**config.mk**
```make
export PLATFORM = sky130hd
export DESIGN_NAME = store_buffer
export DESIGN_NICKNAME = d
export VERILOG_FILES = /design/src/rtl/store_buffer.sv
export SDC_FILE = /design/constraint.sdc
export NUM_CORES = 1
export LEC_CHECK = 0
export BUFFER_PORTS_ARGS = -buffer_cell sky130_fd_sc_hd__clkbuf_2
export CAP_MARGIN = 20
export CORE_MARGIN = 2
export CORE_UTILIZATION = 45
export CTS_CLUSTER_SIZE = 40
export DETAILED_ROUTE_END_ITERATION = 8
export GPL_TIMING_DRIVEN = 0
export PLACE_DENSITY_LB_ADDON = 0.08
export SYNTH_ARGS = -nofsm -noshare
export SYNTH_HDL_FRONTEND = slang
export SYNTH_SLANG_ARGS = --single-unit
```
**constraint.sdc**
```tcl
create_clock -name clk -period 4.1 [get_ports clk]
set_clock_uncertainty 0.05 [all_clocks]
set_input_delay 0.41 -clock clk [delete_from_list [all_inputs] [get_ports clk]]
set_output_delay 0.41 -clock clk [all_outputs]
set_load 0.05 [all_outputs]
```
**src/rtl/store_buffer.sv**
```systemverilog
// ============================================================================
//  Module      : store_buffer
//  Description : Word-granular posted-write buffer with load forwarding in
//                front of a single-port data memory. Optional store
//                coalescing is enabled by defining STBUF_COALESCE_EN.
//  Revision    : 1.0 - initial release
// ============================================================================
`default_nettype none

module store_buffer #(
    parameter int DEPTH = 4,
    parameter int CNT_W = $clog2(DEPTH + 1)
) (
    input  logic             clk,
    input  logic             reset,
    input  logic             cpu_we,
    input  logic             cpu_re,
    input  logic [31:0]      cpu_addr,
    input  logic [31:0]      cpu_wd,
    output logic [31:0]      cpu_rd,
    output logic             stall,
    output logic             mem_we,
    output logic [31:0]      mem_a,
    output logic [31:0]      mem_wd,
    input  logic [31:0]      mem_rd,
    output logic             empty,
    output logic [CNT_W-1:0] count
);

    localparam int               PTR_W  = $clog2(DEPTH);
    localparam logic [CNT_W-1:0] C_FULL = CNT_W'(DEPTH);

    logic [29:0]      r_addr [DEPTH];
    logic [31:0]      r_data [DEPTH];
    logic [PTR_W-1:0] r_head;
    logic [PTR_W-1:0] r_tail;
    logic [CNT_W-1:0] r_count;

    logic [29:0]      w_word;
    logic             w_full;
    logic             w_nonempty;
    logic             w_pop;
    logic             w_push;
    logic             w_coal;
    logic             w_hit;
    logic [31:0]      w_hit_data;
    logic [PTR_W-1:0] w_slot_idx [DEPTH];
    logic             w_slot_vld [DEPTH];
    logic             w_unused_lsb;

    assign w_word       = cpu_addr[31:2];
    assign w_unused_lsb = &{1'b0, cpu_addr[1:0]};
    assign w_full       = (r_count == C_FULL);
    assign w_nonempty   = (r_count != '0);
    // Loads own the port; drain only on cycles without a load.
    assign w_pop        = reset & ~cpu_re & w_nonempty;

    // Slot i is the i-th oldest buffered entry counted from the head.
    generate
        for (genvar i = 0; i < DEPTH; i++) begin : g_slot
            assign w_slot_idx[i] = r_head + PTR_W'(i);
            assign w_slot_vld[i] = (CNT_W'(i) < r_count);
        end
    endgenerate

`ifdef STBUF_COALESCE_EN
    logic [PTR_W-1:0] w_hit_idx;
`endif

    // Oldest-to-youngest scan: the last match found is the youngest.
    always_comb begin
        w_hit      = 1'b0;
        w_hit_data = '0;
`ifdef STBUF_COALESCE_EN
        w_hit_idx  = '0;
`endif
        for (int i = 0; i < DEPTH; i++) begin
            if (w_slot_vld[i] && (r_addr[w_slot_idx[i]] == w_word)) begin
                w_hit      = 1'b1;
                w_hit_data = r_data[w_slot_idx[i]];
`ifdef STBUF_COALESCE_EN
                w_hit_idx  = w_slot_idx[i];
`endif
            end
        end
    end

`ifdef STBUF_COALESCE_EN
    // A match on the head that leaves this cycle cannot absorb the store.
    assign w_coal = reset & cpu_we & w_hit & ~(w_pop && (w_hit_idx == r_head));
`else
    assign w_coal = 1'b0;
`endif

    assign w_push = reset & cpu_we & ~w_full & ~w_coal;
    assign stall  = reset & cpu_we & w_full & ~w_coal;

    assign cpu_rd = !reset ? 32'd0 : (w_hit ? w_hit_data : mem_rd);
    assign mem_we = w_pop;

    always_comb begin
        mem_a  = 32'd0;
        mem_wd = 32'd0;
        if (cpu_re) begin
            mem_a = {w_word, 2'b00};
        end else if (w_nonempty) begin
            mem_a  = {r_addr[r_head], 2'b00};
            mem_wd = r_data[r_head];
        end
    end

    assign empty = (r_count == '0);
    assign count = r_count;

    always_ff @(posedge clk) begin
        if (!reset) begin
            r_head  <= '0;
            r_tail  <= '0;
            r_count <= '0;
        end else begin
            if (w_push) begin
                r_tail <= r_tail + PTR_W'(1);
            end
            if (w_pop) begin
                r_head <= r_head + PTR_W'(1);
            end
            r_count <= r_count + CNT_W'(w_push) - CNT_W'(w_pop);
        end
    end

    // Entry storage needs no reset; validity is carried by the pointers.
    always_ff @(posedge clk) begin
        if (w_push) begin
            r_addr[r_tail] <= w_word;
            r_data[r_tail] <= cpu_wd;
        end
`ifdef STBUF_COALESCE_EN
        else if (w_coal) begin
            r_data[w_hit_idx] <= cpu_wd;
        end
`endif
    end

endmodule

`default_nettype wire

```
==> run summary, run 1 <==
fin crit share: 112%
wire length per cell: 29.4 µm
worst rel slew slack: 21.9%
pin count of the biggest net entering global routing: 45
Post-DRT Antenna Nets: 0
synthesized area: 17,600 µm²
total power draw: 0.0115 W
nets: 1,732
main area contributors after synthesis: edfxtp_1 (42%), mux4_2 (16%), mux2i_1 (8.4%)
CP top delay family: buffers and inverters
Synth Instances: 1,314
post-synth cell types: 77
worst hold path type: input pin to flip-flop
Critical Path Source Type: flip-flop
gpl congestion: 0.939
Worst EP arrival: 4.13 ns
Syn. warnings: 0
HPWL after detailed placement: 43.9 mm
gr usage total: 30.7%
vias per cell: 6.48
io pins: 202
outcome: finished with violations
Final setup viols: 32
top-area cell type share of the netlist area: 42.4%
clk sinks: 257
I/O Buffers: 196
Worst-Skew Late Latency: 0.59 ns
max-cap violation count: 0
core area: 38,600 µm²
std cell rows: 72
area of the multi-input gates: 9640 µm²
worst-case clock buffer depth: 3
total die area: 40,600 µm²
WP buf/inv: 8
RSZ-0062 raised after global routing: true
vias after detailed routing: 14,000
Hold WS: 0.0118 ns
die span in x: 202 µm
mean post-synth cell area: 13.4 µm²
Data required, critical path: 3.64 ns
Async SR Flop Fraction: 0%
synthesis-stage register bit count: 257
Pre-antenna DRT Iters: 6
Initial Util: 45.6%
CTS tree: done
Max Slew Vio Count: 0
die extent in y: 202 µm
dpl cells: 2,034
Leakage: 7.72 nW
largest fanout on the critical path: 10
final WL: 63.6 mm
placed cell area: 19,300 µm²
first-pass GRT wire length: 92.8 mm
area added between synthesis and finish: 26.0%
sequential element share of the synthesized area: 43.4%
final worst setup slack: -0.489 ns
GRT overflow: 0
Post-synth EDFFs: 248
number of global-route vias before repair: 14,000
initial DRC count: 1,465
Most used DFF post-synth: edfxtp_1
Least-Margin Pin Slew: 1.17 ns
Worst Setup Path Type: flip-flop to output port
crit end category: output port
cell breakdown of the critical path: buf_8, buf_12, buf_12, buf_16, mux4_2, xnor2_4, o2111ai_4, nor4_4, nand4_2, buf_6, o21ai_4, buf_12, o21a_4, buf_8, a32o_2, buf_8
Tmin final: 4.59 ns
Max VDD drop: 0.582 mV
Post-Place Worst Slack: -1.36 ns
initial antenna violation count: 2
slowest stage delay, CP: 0.55 ns
CTS Buf Count: 29
Fill cells: 3,208
finished layout cell area: 22,100 µm²
post-synth top area cell: edfxtp_1
fmax: 218 MHz
failing checks: setup timing
non-filler cells, final: 2,165
Fin. Hold Viols: 0
Cell Pwr Density: 519 nW/µm²
clk slew on worst S/H paths: 0.06 ns
DRC viols: 0
Root Driver: clkbuf_16
share of cells above drive strength 1: 38.3%
FF+latch area: 7630 µm²
slowest CP cell: mux4_2
htree depth: 1
## layer usage
layer  GRT usage [%]  routed length, µm
met4            8.27               1550
met3            6.01               6020
met2            46.0              28200
met1            45.6              27800
met5               0                 13
## what timing repair did
action                                  in CTS  in global routing
cloned                                       0                  2
hold endpoints to repair                   156                  0
endpoints found under the setup margin      62                 52
hold buffers                                44                  0
setup buffers                               24                  6
resized for setup                          217                131
pin swaps                                   15                  9
## Yosys cell counts (all sizes together), types with 4 or more instances
cell / number
edfxtp: 248
mux2i: 148
mux4: 129
xnor2: 87
nor2: 81
buf: 73
clkbuf: 56
nand2: 54
o21ai: 49
mux2: 44
and2: 39
a2111oi: 36
a32o: 36
a211o: 33
a22o: 28
xor2: 25
inv: 19
nor4: 12
dfxtp: 9
a21oi: 8
a221oi: 8
ha: 8
nand4: 8
nor3: 7
nand3: 6
o2111ai: 6
o22ai: 5
a211oi: 4
a2bb2oi: 4
## where the power goes
| part | switching, W | total (W) | internal, W | leakage [nW] |
|---|---|---|---|---|
| combinational | 0.00340 | 0.00582 | 0.00242 | 4.96 |
| clock | 0.00108 | 0.00252 | 0.00144 | 0.439 |
| sequential | 0.000108 | 0.00314 | 0.00304 | 2.32 |
| total | 0.00459 | 0.0115 | 0.00689 | 7.72 |
## path summary, 6_finish.rpt
check,start,to,slack [ns],depth (start not counted)
max,r_head[0],cpu_rd[0],-0.49,16
max reg2reg,r_head[1],flip-flop,1.20,9
min,cpu_addr[19],r_addr[3][17],0.01,1
min reg2reg,r_tail[1],r_tail[1],0.52,2
## cells in the final DEF, fill, tap and decap left out, types with 10 or more instances in the layout
cell type / n
edfxtp_1: 248
clkbuf_2: 176
mux2i_1: 130
mux4_2: 126
nor2_1: 76
xnor2_1: 76
nand2_1: 53
clkbuf_1: 50
o21ai_0: 44
dlygate4sd3_1: 44
buf_4: 40
buf_8: 37
mux2_2: 36
and2_1: 35
a211o_1: 33
clkbuf_16: 31
a32o_2: 28
a22o_1: 28
xor2_1: 24
buf_12: 18
inv_1: 17
mux2i_2: 15
buf_2: 14
a2111oi_2: 14
a2111oi_1: 11
buf_6: 10
buf_1: 10
a2111oi_0: 10
## per-stage QoR
step	utilization (%)	setup TNS, ns
final	57.4	-14.50
after global routing	57.4	-17.03
after CTS	56.4	-15.09
after detailed placement	50.1	-43.51
after global placement	49.8	-167.65
after floorplan	-	0
## sequential cells by signal, summed over array words and instances (netlist names), named ones only
register	cells
r_tail	2
r_head	2
r_addr	120
r_data	128
count	3
## worst reg2reg max path, cell delays in order (launching register included)
cell      delay [ns]
dfxtp_1         0.29
buf_4           0.17
buf_4           0.22
inv_2           0.14
buf_4           0.22
buf_2           0.35
clkbuf_1        0.53
clkbuf_1        0.54
xnor2_1         0.19
nor2_1          0.07
## cell type report
type	instances	share of cell area (%)
tap	518	2.93
multi-input combinational	907	43.5
buffer	131	4.69
antenna	1	0.0113
clock buffer	44	3.71
sequential	257	34.5
timing repair buffer	277	9.94
clock inverter	10	0.390
inverter	20	0.339
## cells by family (layout without fill, tap and decap cells)
| logic type | count (synthesis) | after routing | synth area share [%] |
|---|---|---|---|
| adders and majority gates | 9 | 9 | 0.684 |
| xor gates and xnor gates | 112 | 112 | 5.58 |
| buffers and inverters | 151 | 482 | 4.87 |
| other | 1 | 3 | 0.0214 |
| and+or+nand+nor | 221 | 221 | 6.23 |
| AOI/OAI and AO/OA | 242 | 242 | 11.2 |
| DFF | 257 | 257 | 43.4 |
| muxes | 321 | 321 | 28.0 |
No activity file was read; power rests on OpenSTA's default activity.
==> inputs of run 2 (changes only) <==
Settings changed: TNS_END_PERCENT set to 10.
==> run summary, run 2 (synthesis results as in run 1) <==
Worst-Skew Late Latency: 0.60 ns (about the same)
Least-Margin Pin Slew: 1.13 ns (-0.0403 ns)
max reg flops: 128 (unchanged)
area added between synthesis and finish: 25.2%
gpl congestion: 0.939 (unchanged)
Combinational Power Share: 50.2% (-0.4 points)
outcome: finished with violations
pin count of the biggest net entering global routing: 45 (unchanged)
worst-case clock buffer depth: 3 (unchanged)
worst rel slew slack: 24.6% (+2.7 points)
GRT overflow: 0 (unchanged)
CTS Buf Count: 29 (unchanged)
first-pass GRT wire length: 92.8 mm (about the same)
clk sinks: 257 (unchanged)
P_int: 0.00683 W (-0.90%)
initial DRC count: 1,432 (-2.3%)
htree depth: 1 (unchanged)
clock power share: 22.2% (+0.2 points)
Hold Crit Endpoint: r_addr[2][26]
fmax: 216 MHz (-0.72%)
std cell rows: 72 (unchanged)
ant diodes: 0 (-1)
fin crit share: 113% (+0.81 points)
number of global-route vias before repair: 14,000 (+0.28%)
sequential share of power: 27.6% (+0.2 points)
clk slew on worst S/H paths: 0.06 ns (about the same)
CTS tree: done
Root Driver: clkbuf_16
R2R Setup Slk: 1.49 ns (+0.29 ns)
initial antenna violation count: 2 (unchanged)
hold path startpoint: cpu_addr[28]
Top reg by flops: r_data
max-cap violation count: 0 (unchanged)
die extent in y: 202 µm (unchanged)
Leakage: 7.67 nW (-0.62%)
hold depth: 1 (unchanged)
I/O Buffers: 196 (unchanged)
vias after detailed routing: 14,000 (-0.23%)
final worst setup slack: -0.522 ns (-0.0331 ns)
largest fanout on the critical path: 10 (unchanged)
Post-Place Worst Slack: -1.36 ns (unchanged)
Initial Util: 45.6% (unchanged)
Max Slew Vio Count: 0 (unchanged)
share of cells above drive strength 1: 37.8% (-0.52 points)
die span in x: 202 µm (unchanged)
nets: 1,728 (-0.23%)
Post-DRT Antenna Nets: 0 (unchanged)
Net Switching: 0.00455 W (-0.92%)
Cell Pwr Density: 518 nW/µm² (-0.20%)
total power draw: 0.0114 W (-0.91%)
total die area: 40,600 µm² (unchanged)
failing checks: setup timing
Worst EP arrival: 4.16 ns (+0.03 ns)
most common cell after layout, fill and taps aside: edfxtp_1
Sw Ratio: 40.0% (about the same)
vias per cell: 6.48 (about the same)
commonest non-fill, non-tap cells in the layout: edfxtp_1 (248), clkbuf_2 (175), mux2i_1 (133), mux4_2 (125), nor2_1 (76)
wire length per cell: 29.3 µm (-0.38%)
Fin. Hold Viols: 0 (unchanged)
gr usage total: 30.7% (about the same)
Critical Path Source Type: flip-flop
Hold WS: 0.0101 ns (-0.00171 ns)
HPWL after detailed placement: 43.9 mm (unchanged)
FF-to-FF Start: r_head[1]
crit end category: output port
Tmin final: 4.62 ns (+0.0331 ns)
Data required, critical path: 3.64 ns (about the same)
core area: 38,600 µm² (unchanged)
Worst Setup Path Type: flip-flop to output port
Final setup viols: 32 (unchanged)
R2R depth: 9 (unchanged)
Max VDD drop: 0.580 mV (-0.27%)
final WL: 63.2 mm (-0.61%)
Pre-antenna DRT Iters: 6 (unchanged)
io pins: 202 (unchanged)
DRC viols: 0 (unchanged)
worst hold path type: input pin to flip-flop
RSZ-0062 raised after global routing: true
[run 2: cell types whose count changed in the layout (fill, tap and decap cells not counted), moves of 2 or more]
| cell | change |
|---|---|
| clkbuf_4 | +3 |
| buf_6 | -2 |
| buf_8 | -3 |
| mux2i_1 | +3 |
| a2111oi_2 | +2 |
| clkbuf_16 | -2 |
| mux2i_4 | -2 |
[run 2: worst max path at each step]
stage	depth (start not counted)	start	slack, ns	endpoint
after global routing	16	r_head[0]	-0.60	cpu_rd[14]
after floorplan	9	count[1]	0.25	count[2]
after detailed placement	12	flip-flop	-1.36	cpu_rd[15]
after global placement	12	flip-flop	-1.37	cpu_rd[15]
final	16	r_head[0]	-0.52	cpu_rd[0]
after CTS	16	r_head[0]	-0.51	cpu_rd[0]
[run 2: cell type report]
cell class | count | area, µm²
Buffer | 131 | 1020
Clock buffer | 44 | 822
Clock inverter | 10 | 86.3
Fill cell | 3216 | 16600
Inverter | 20 | 75.1
Multi-Input combinational cell | 907 | 9580
Sequential cell | 257 | 7630
Tap cell | 518 | 648
Timing Repair Buffer | 273 | 2120
[run 2: per-layer routing]
layer | vias up | share of wire [%] | track usage (%)
met5 | - | 0.043 | 0
met4 | 4 | 2.7 | 8.38
met3 | 113 | 10 | 6.19
met2 | 777 | 44 | 45.9
met1 | 7209 | 43 | 45.5
li1 | 5886 | - | -
[run 2: per-stage QoR]
stage / TNS (ns) / cell area [µm²] / util (%) / cells
floorplan: 0 / 17600 / - / 1315
global placement: -167.65 / 19200 / 49.8 / 2029
detailed placement: -43.51 / 19300 / 50.1 / 2034
CTS: -15.18 / 21700 / 56.3 / 2155
global route: -18.13 / 22000 / 57.0 / 2160
finish: -15.47 / 22000 / 57.0 / 2160
[run 2: power groups by stage]
stage	registers, W	logic (W)	clock network [W]
floorplan	0.00319	0.00364	0
global placement	0.00320	0.00503	0
detailed placement	0.00319	0.00507	0
CTS	0.00314	0.00553	0.00255
global route	0.00316	0.00595	0.00265
finish	0.00314	0.00571	0.00253
[run 2: worst max-delay path, cell delays in order (launching register included)]
cell     delay (ns)
dfxtp_2        0.33
buf_8          0.14
buf_12         0.12
buf_12         0.13
buf_12         0.16
mux4_2         0.57
xnor2_4        0.24
nand4_1        0.19
nor4_2         0.35
nand4_2        0.15
buf_6          0.17
o21ai_4        0.07
buf_12         0.15
o21a_4         0.20
buf_8          0.17
a32o_2         0.23
buf_8          0.16
[run 2: what timing repair did]
action	in CTS	in global routing
gates resized for setup	206	121
endpoints found under the setup margin	62	52
setup buffers	23	5
pin swaps	15	11
endpoints found under the hold margin	156	0
hold buffers	44	0
